===== config.mk =====
export PLATFORM = sky130hd
export DESIGN_NAME = ddr_rw_arbiter
export DESIGN_NICKNAME = d
export VERILOG_FILES = /design/src/rtl/ddr_rw_arbiter.sv
export SDC_FILE = /design/constraint.sdc
export NUM_CORES = 1
export LEC_CHECK = 0
export ABC_AREA = 1
export BUFFER_PORTS_ARGS = -buffer_cell sky130_fd_sc_hd__buf_2
export CAP_MARGIN = 20
export CORE_ASPECT_RATIO = 1.25
export CORE_MARGIN = 5
export CORE_UTILIZATION = 25
export DETAILED_ROUTE_END_ITERATION = 7
export GPL_TIMING_DRIVEN = 0
export MAX_ROUTING_LAYER = met4
export PLACE_DENSITY = 0.47
export SETUP_SLACK_MARGIN = 0.3
export SLEW_MARGIN = 20
export SYNTH_ARGS = -nofsm -noshare
export SYNTH_HDL_FRONTEND = slang
export SYNTH_SLANG_ARGS = --single-unit

===== constraint.sdc =====
create_clock -name clk -period 12.5 [get_ports clk]
set_input_delay 1.875 -clock clk [delete_from_list [all_inputs] [get_ports clk]]
set_output_delay 1.875 -clock clk [all_outputs]
set_load 0.005 [all_outputs]

===== src/rtl/ddr_rw_arbiter.sv =====
// ddr_rw_arbiter: schedules AXI write/read bursts onto the DDR2 command
// sequencer port, one burst in flight at a time, with refresh taking
// priority between bursts.
//
// state   | meaning
// --------+--------------------------------------------------------------
// IDLE    | no burst in flight; arbitrate refresh / write / read
// ISSUE   | cmd_valid high with a stable payload, waiting for cmd_ready
// WAIT    | command accepted, waiting for the cmd_done pulse
// REFRESH | ref_gnt high until ref_req is released
module ddr_rw_arbiter #(
    parameter int ADDR_WIDTH = 27,
    parameter int COL_BITS   = 10,
    parameter int STARVE_MAX = 4
) (
    input  logic                  clk,
    input  logic                  rst,
    input  logic                  init_end,
    input  logic                  awvalid,
    output logic                  awready,
    input  logic [ADDR_WIDTH-1:0] awaddr,
    input  logic [7:0]            awlen,
    input  logic                  arvalid,
    output logic                  arready,
    input  logic [ADDR_WIDTH-1:0] araddr,
    input  logic [7:0]            arlen,
    input  logic                  ref_req,
    output logic                  ref_gnt,
    output logic                  cmd_valid,
    input  logic                  cmd_ready,
    output logic                  cmd_we,
    output logic [ADDR_WIDTH-1:0] cmd_addr,
    output logic [7:0]            cmd_len,
    input  logic                  cmd_done,
    output logic                  busy
);

    localparam int         ROW_W      = ADDR_WIDTH - COL_BITS;
    localparam logic [3:0] STARVE_LIM = 4'(STARVE_MAX);

    typedef enum logic [1:0] {IDLE, ISSUE, WAIT, REFRESH} state_t;

    state_t                state;
    state_t                state_nxt;

    logic                  wr_full;
    logic [ADDR_WIDTH-1:0] wr_addr;
    logic [7:0]            wr_len;
    logic                  rd_full;
    logic [ADDR_WIDTH-1:0] rd_addr;
    logic [7:0]            rd_len;
    logic [ROW_W-1:0]      last_row;
    logic                  last_we;
    logic [3:0]            wr_starve;
    logic [3:0]            rd_starve;

    logic                  grant_wr;
    logic                  grant_rd;
    logic                  wr_hit;
    logic                  rd_hit;
    logic                  cmd_fire;

    assign awready  = !wr_full;
    assign arready  = !rd_full;
    assign cmd_fire = cmd_valid && cmd_ready;
    assign wr_hit   = (wr_addr[ADDR_WIDTH-1:COL_BITS] == last_row);
    assign rd_hit   = (rd_addr[ADDR_WIDTH-1:COL_BITS] == last_row);

    // State register
    always_ff @(posedge clk or posedge rst) begin
        if (rst) state <= IDLE;
        else     state <= state_nxt;
    end

    // Next state and grant selection: refresh, starvation, row hit, alternation
    always_comb begin
        state_nxt = state;
        grant_wr  = 1'b0;
        grant_rd  = 1'b0;
        case (state)
            IDLE: begin
                if (init_end) begin
                    if (ref_req) begin
                        state_nxt = REFRESH;
                    end else if (wr_full && rd_full) begin
                        if (wr_starve == STARVE_LIM)      grant_wr = 1'b1;
                        else if (rd_starve == STARVE_LIM) grant_rd = 1'b1;
                        else if (wr_hit && !rd_hit)       grant_wr = 1'b1;
                        else if (rd_hit && !wr_hit)       grant_rd = 1'b1;
                        else if (!last_we)                grant_wr = 1'b1;
                        else                              grant_rd = 1'b1;
                        state_nxt = ISSUE;
                    end else if (wr_full) begin
                        grant_wr  = 1'b1;
                        state_nxt = ISSUE;
                    end else if (rd_full) begin
                        grant_rd  = 1'b1;
                        state_nxt = ISSUE;
                    end
                end
            end
            ISSUE:   if (cmd_ready) state_nxt = WAIT;
            WAIT:    if (cmd_done)  state_nxt = IDLE;
            REFRESH: if (!ref_req)  state_nxt = IDLE;
            default: state_nxt = IDLE;
        endcase
    end

    // Outputs decoded straight from the state register
    always_comb begin
        cmd_valid = (state == ISSUE);
        ref_gnt   = (state == REFRESH);
        busy      = (state != IDLE);
    end

    // Holding registers, command payload, row history and starvation counters
    always_ff @(posedge clk or posedge rst) begin
        if (rst) begin
            wr_full   <= 1'b0;
            wr_addr   <= '0;
            wr_len    <= '0;
            rd_full   <= 1'b0;
            rd_addr   <= '0;
            rd_len    <= '0;
            cmd_we    <= 1'b0;
            cmd_addr  <= '0;
            cmd_len   <= '0;
            last_row  <= '0;
            last_we   <= 1'b0;
            wr_starve <= '0;
            rd_starve <= '0;
        end else begin
            // awready is low while full, so capture and clear are exclusive
            if (awvalid && awready) begin
                wr_addr <= awaddr;
                wr_len  <= awlen;
                wr_full <= 1'b1;
            end else if (cmd_fire && cmd_we) begin
                wr_full <= 1'b0;
            end

            if (arvalid && arready) begin
                rd_addr <= araddr;
                rd_len  <= arlen;
                rd_full <= 1'b1;
            end else if (cmd_fire && !cmd_we) begin
                rd_full <= 1'b0;
            end

            if (grant_wr) begin
                cmd_we    <= 1'b1;
                cmd_addr  <= wr_addr;
                cmd_len   <= wr_len;
                wr_starve <= '0;
                if (rd_full && rd_starve < STARVE_LIM) rd_starve <= rd_starve + 4'd1;
            end else if (grant_rd) begin
                cmd_we    <= 1'b0;
                cmd_addr  <= rd_addr;
                cmd_len   <= rd_len;
                rd_starve <= '0;
                if (wr_full && wr_starve < STARVE_LIM) wr_starve <= wr_starve + 4'd1;
            end

            if (cmd_fire) begin
                last_row <= cmd_addr[ADDR_WIDTH-1:COL_BITS];
                last_we  <= cmd_we;
            end
        end
    end

endmodule


==> metrics.yaml <==
track_usage_pct: 13.89
antenna_found_initial: 0
viasPerCell: 4.188
wire_per_inst_um: 16.21
syn-num-nets: 738
synthCells: 656
dr_wl_met3_um: 751
cts_num_sinks: 136
syn_to_final_growth_pct: 26.65
p_leak_nw: 3.956
die_x_um: 151.8
hold_buffers: 0
timing.final.crit_share_pct: 28.01
worst_pin_slew_ns: 0.8729
preCtsSetupSlack_ns: 8.458
synth.area.mux_share_pct: 10.21
fin_ws_ns: 8.999
dp.cells: 1110
grt_max_degree: 70
diodes: 0
max_freq_mhz: 285.7
cts-buffers-inserted: 17
hold_class: "reg2reg"
synthAdderAreaFrac_pct: 0.7962
status: "finished, final reports clean"
layout.nets: 876
place_hpwl_um: 13210
worstPathRequired_ns: 12.75
dieHeight_um: 187.3
fin_worst_skew_ns: 0.008668
m1WireLength_um: 8175
yosysWarnings: 0
synth_xor_area_share_pct: 2.926
cp_common_cell: "buf_2"
drtIter0Drc: 232
core.rowCount: 65
cp_data_arrival_time_ns: 3.75
synth_cell_type_count: 33
synth_compound_area_share_pct: 3.762
post_cts_buffers: 0
power_density_nw_per_um2: 250.5
finalPower_mw: 1.994
cts_buffer_depth: 2
cts-htree-levels: 4
layout-drive-gt1-share_pct: 32.71
cp_max_fo: 10
synth_top_family_by_area: "simple AND/OR/NAND/NOR gates"
syn_area_per_cell_um2: 9.582
worstSetupEndpointType: "flip-flop"
final_util_pct: 31.78
crit_chain: "buf_2 -> nand2_1 -> buf_2 -> buf_1 -> clkbuf_1 -> o21ai_0"
ys_seq_elements: 136
rsz0062_at_grt: "false"
overflow: 0
setup-violations-final: 0
cp-start-kind: "input port"
ys_seq_area_share_pct: 54.14
slew_headroom_pct: 41.81
io_pins: 119
die-area_um2: 28440
wl_um: 18520
drv_slew: 0
reg2reg_slack_ns: 10.01
dr.pass1.iters: 4
final_common_cell: "nand2_1"
clock_latency_ns: 0.42
core_area_um2: 25050
drtAntennaViolNets: 0
ir_worst_vdd_mv: 0.1166
dr.max_layer_used: "met4"
yosys.area_share.simple_pct: 21.60
clock-root-buffer: "clkbuf_16"
cts_resized: 0
initial_core_util_pct: 25.09
grt_pass1_vias: 5228
timing_worst_setup_path_type: "in2reg"
max_stage_delay_ns: 0.63
layout_common_cells: "174 x nand2_1, 136 x dfrtp_1, 126 x buf_2, 57 x mux2_2, 55 x inv_1"
vias: 4783
dr_wl_met2_um: 9308
final_cells: 1142
synth_area_um2: 6286
cts_tree: "built"
fin_crit_ns: 3.501
setup_tns_ns: 0
globalplace.congestion: 0.7866
drv_cap: 0
port_buffers: 118
path_clk_slew_ns: 0.06
grt_pass1_wl_um: 29610
drc: 0
crit_slowest_cell: "buf_1"
finalHoldViolCount: 0
==> registers in the layout, indices dropped and copies added (netlist names) <==
name / cells
rd_len: 8
cmd_addr: 27
cmd_len: 8
rd_addr: 27
last_we: 1
wr_starve: 4
wr_addr: 27
state: 2
wr_len: 8
rd_starve: 4
last_row: 17
wr_full: 1
rd_full: 1
cmd_we: 1
==> power by group <==
group	total [mW]	switching, mW	leakage [nW]	internal, mW
clock	0.544	0.199	0.300	0.345
sequential	0.810	0.160	1.65	0.650
combinational	0.641	0.346	2.01	0.295
total	1.99	0.704	3.96	1.29
==> area by class of cell <==
cell class / instances / area (um^2)
Clock buffer: 21 / 460.4
Multi-Input combinational cell: 429 / 2470
Inverter: 66 / 260.3
Sequential cell: 136 / 3403
Buffer: 25 / 160.2
Clock inverter: 11 / 170.2
Tap cell: 335 / 419.2
Fill cell: 2710 / 17090
Timing Repair Buffer: 119 / 618.1
==> synthesized netlist by cell type, drive strengths merged <==
library cell,number,area (um^2)
o31ai,2,15.01
dfrtp,136,3403
o21ai,27,135.1
xor2,6,52.55
or2,1,6.260
inv,66,252.7
xnor2,15,131.4
ha,4,50.05
clkbuf,7,26.28
nand4,4,25.02
nor3,3,20.02
nor4,2,18.77
mux2,57,641.9
nand2,189,762.0
nand3,63,370.4
a21oi,15,78.83
buf,18,133.9
nor2,40,155.1
o21bai,1,7.510
==> worst max-delay path: cells and delay by family <==
family | cells | cell delay, ns
buf+inv | 4 | 1.63
compound gates | 1 | 0.18
simple gates | 1 | 0.06
==> stage by stage <==
stage,cell area [um^2],hold slack (ns)
6_report,7961,0.4730
5_1_grt,7961,0.4989
4_1_cts,7961,0.4810
3_5_place_dp,7331,0.4622
3_3_place_gp,7296,0.4609
2_1_floorplan,6286,0.4597
==> layer usage <==
| layer | vias to the layer above | track usage [%] |
|---|---|---|
| met5 | - | - |
| met4 | 0 | 3.909 |
| met3 | 19 | 3.194 |
| met2 | 103 | 23.19 |
| met1 | 2285 | 16.90 |
| li1 | 2376 | - |
==> kinds of logic (layout without fill, tap and decap cells) <==
logic type,after synthesis,count (layout)
compound gates,45,45
xor+xnor,21,21
fa+ha+maj,4,4
buf+inv,91,242
flops,136,136
mux,57,57
simple gates,302,302
==> final timing paths <==
path / start / end / cells past startpoint
max: awvalid / wr_full / 6
min: cmd_len[1] / cmd_len[1] / 2
max reg2reg: wr_full / wr_full / 6
min reg2reg: cmd_len[1] / cmd_len[1] / 2
max in group asynchronous: rst / last_we / 3
min in group asynchronous: rst / cmd_addr[3] / 2
No activity file was read; power rests on OpenSTA's default activity.
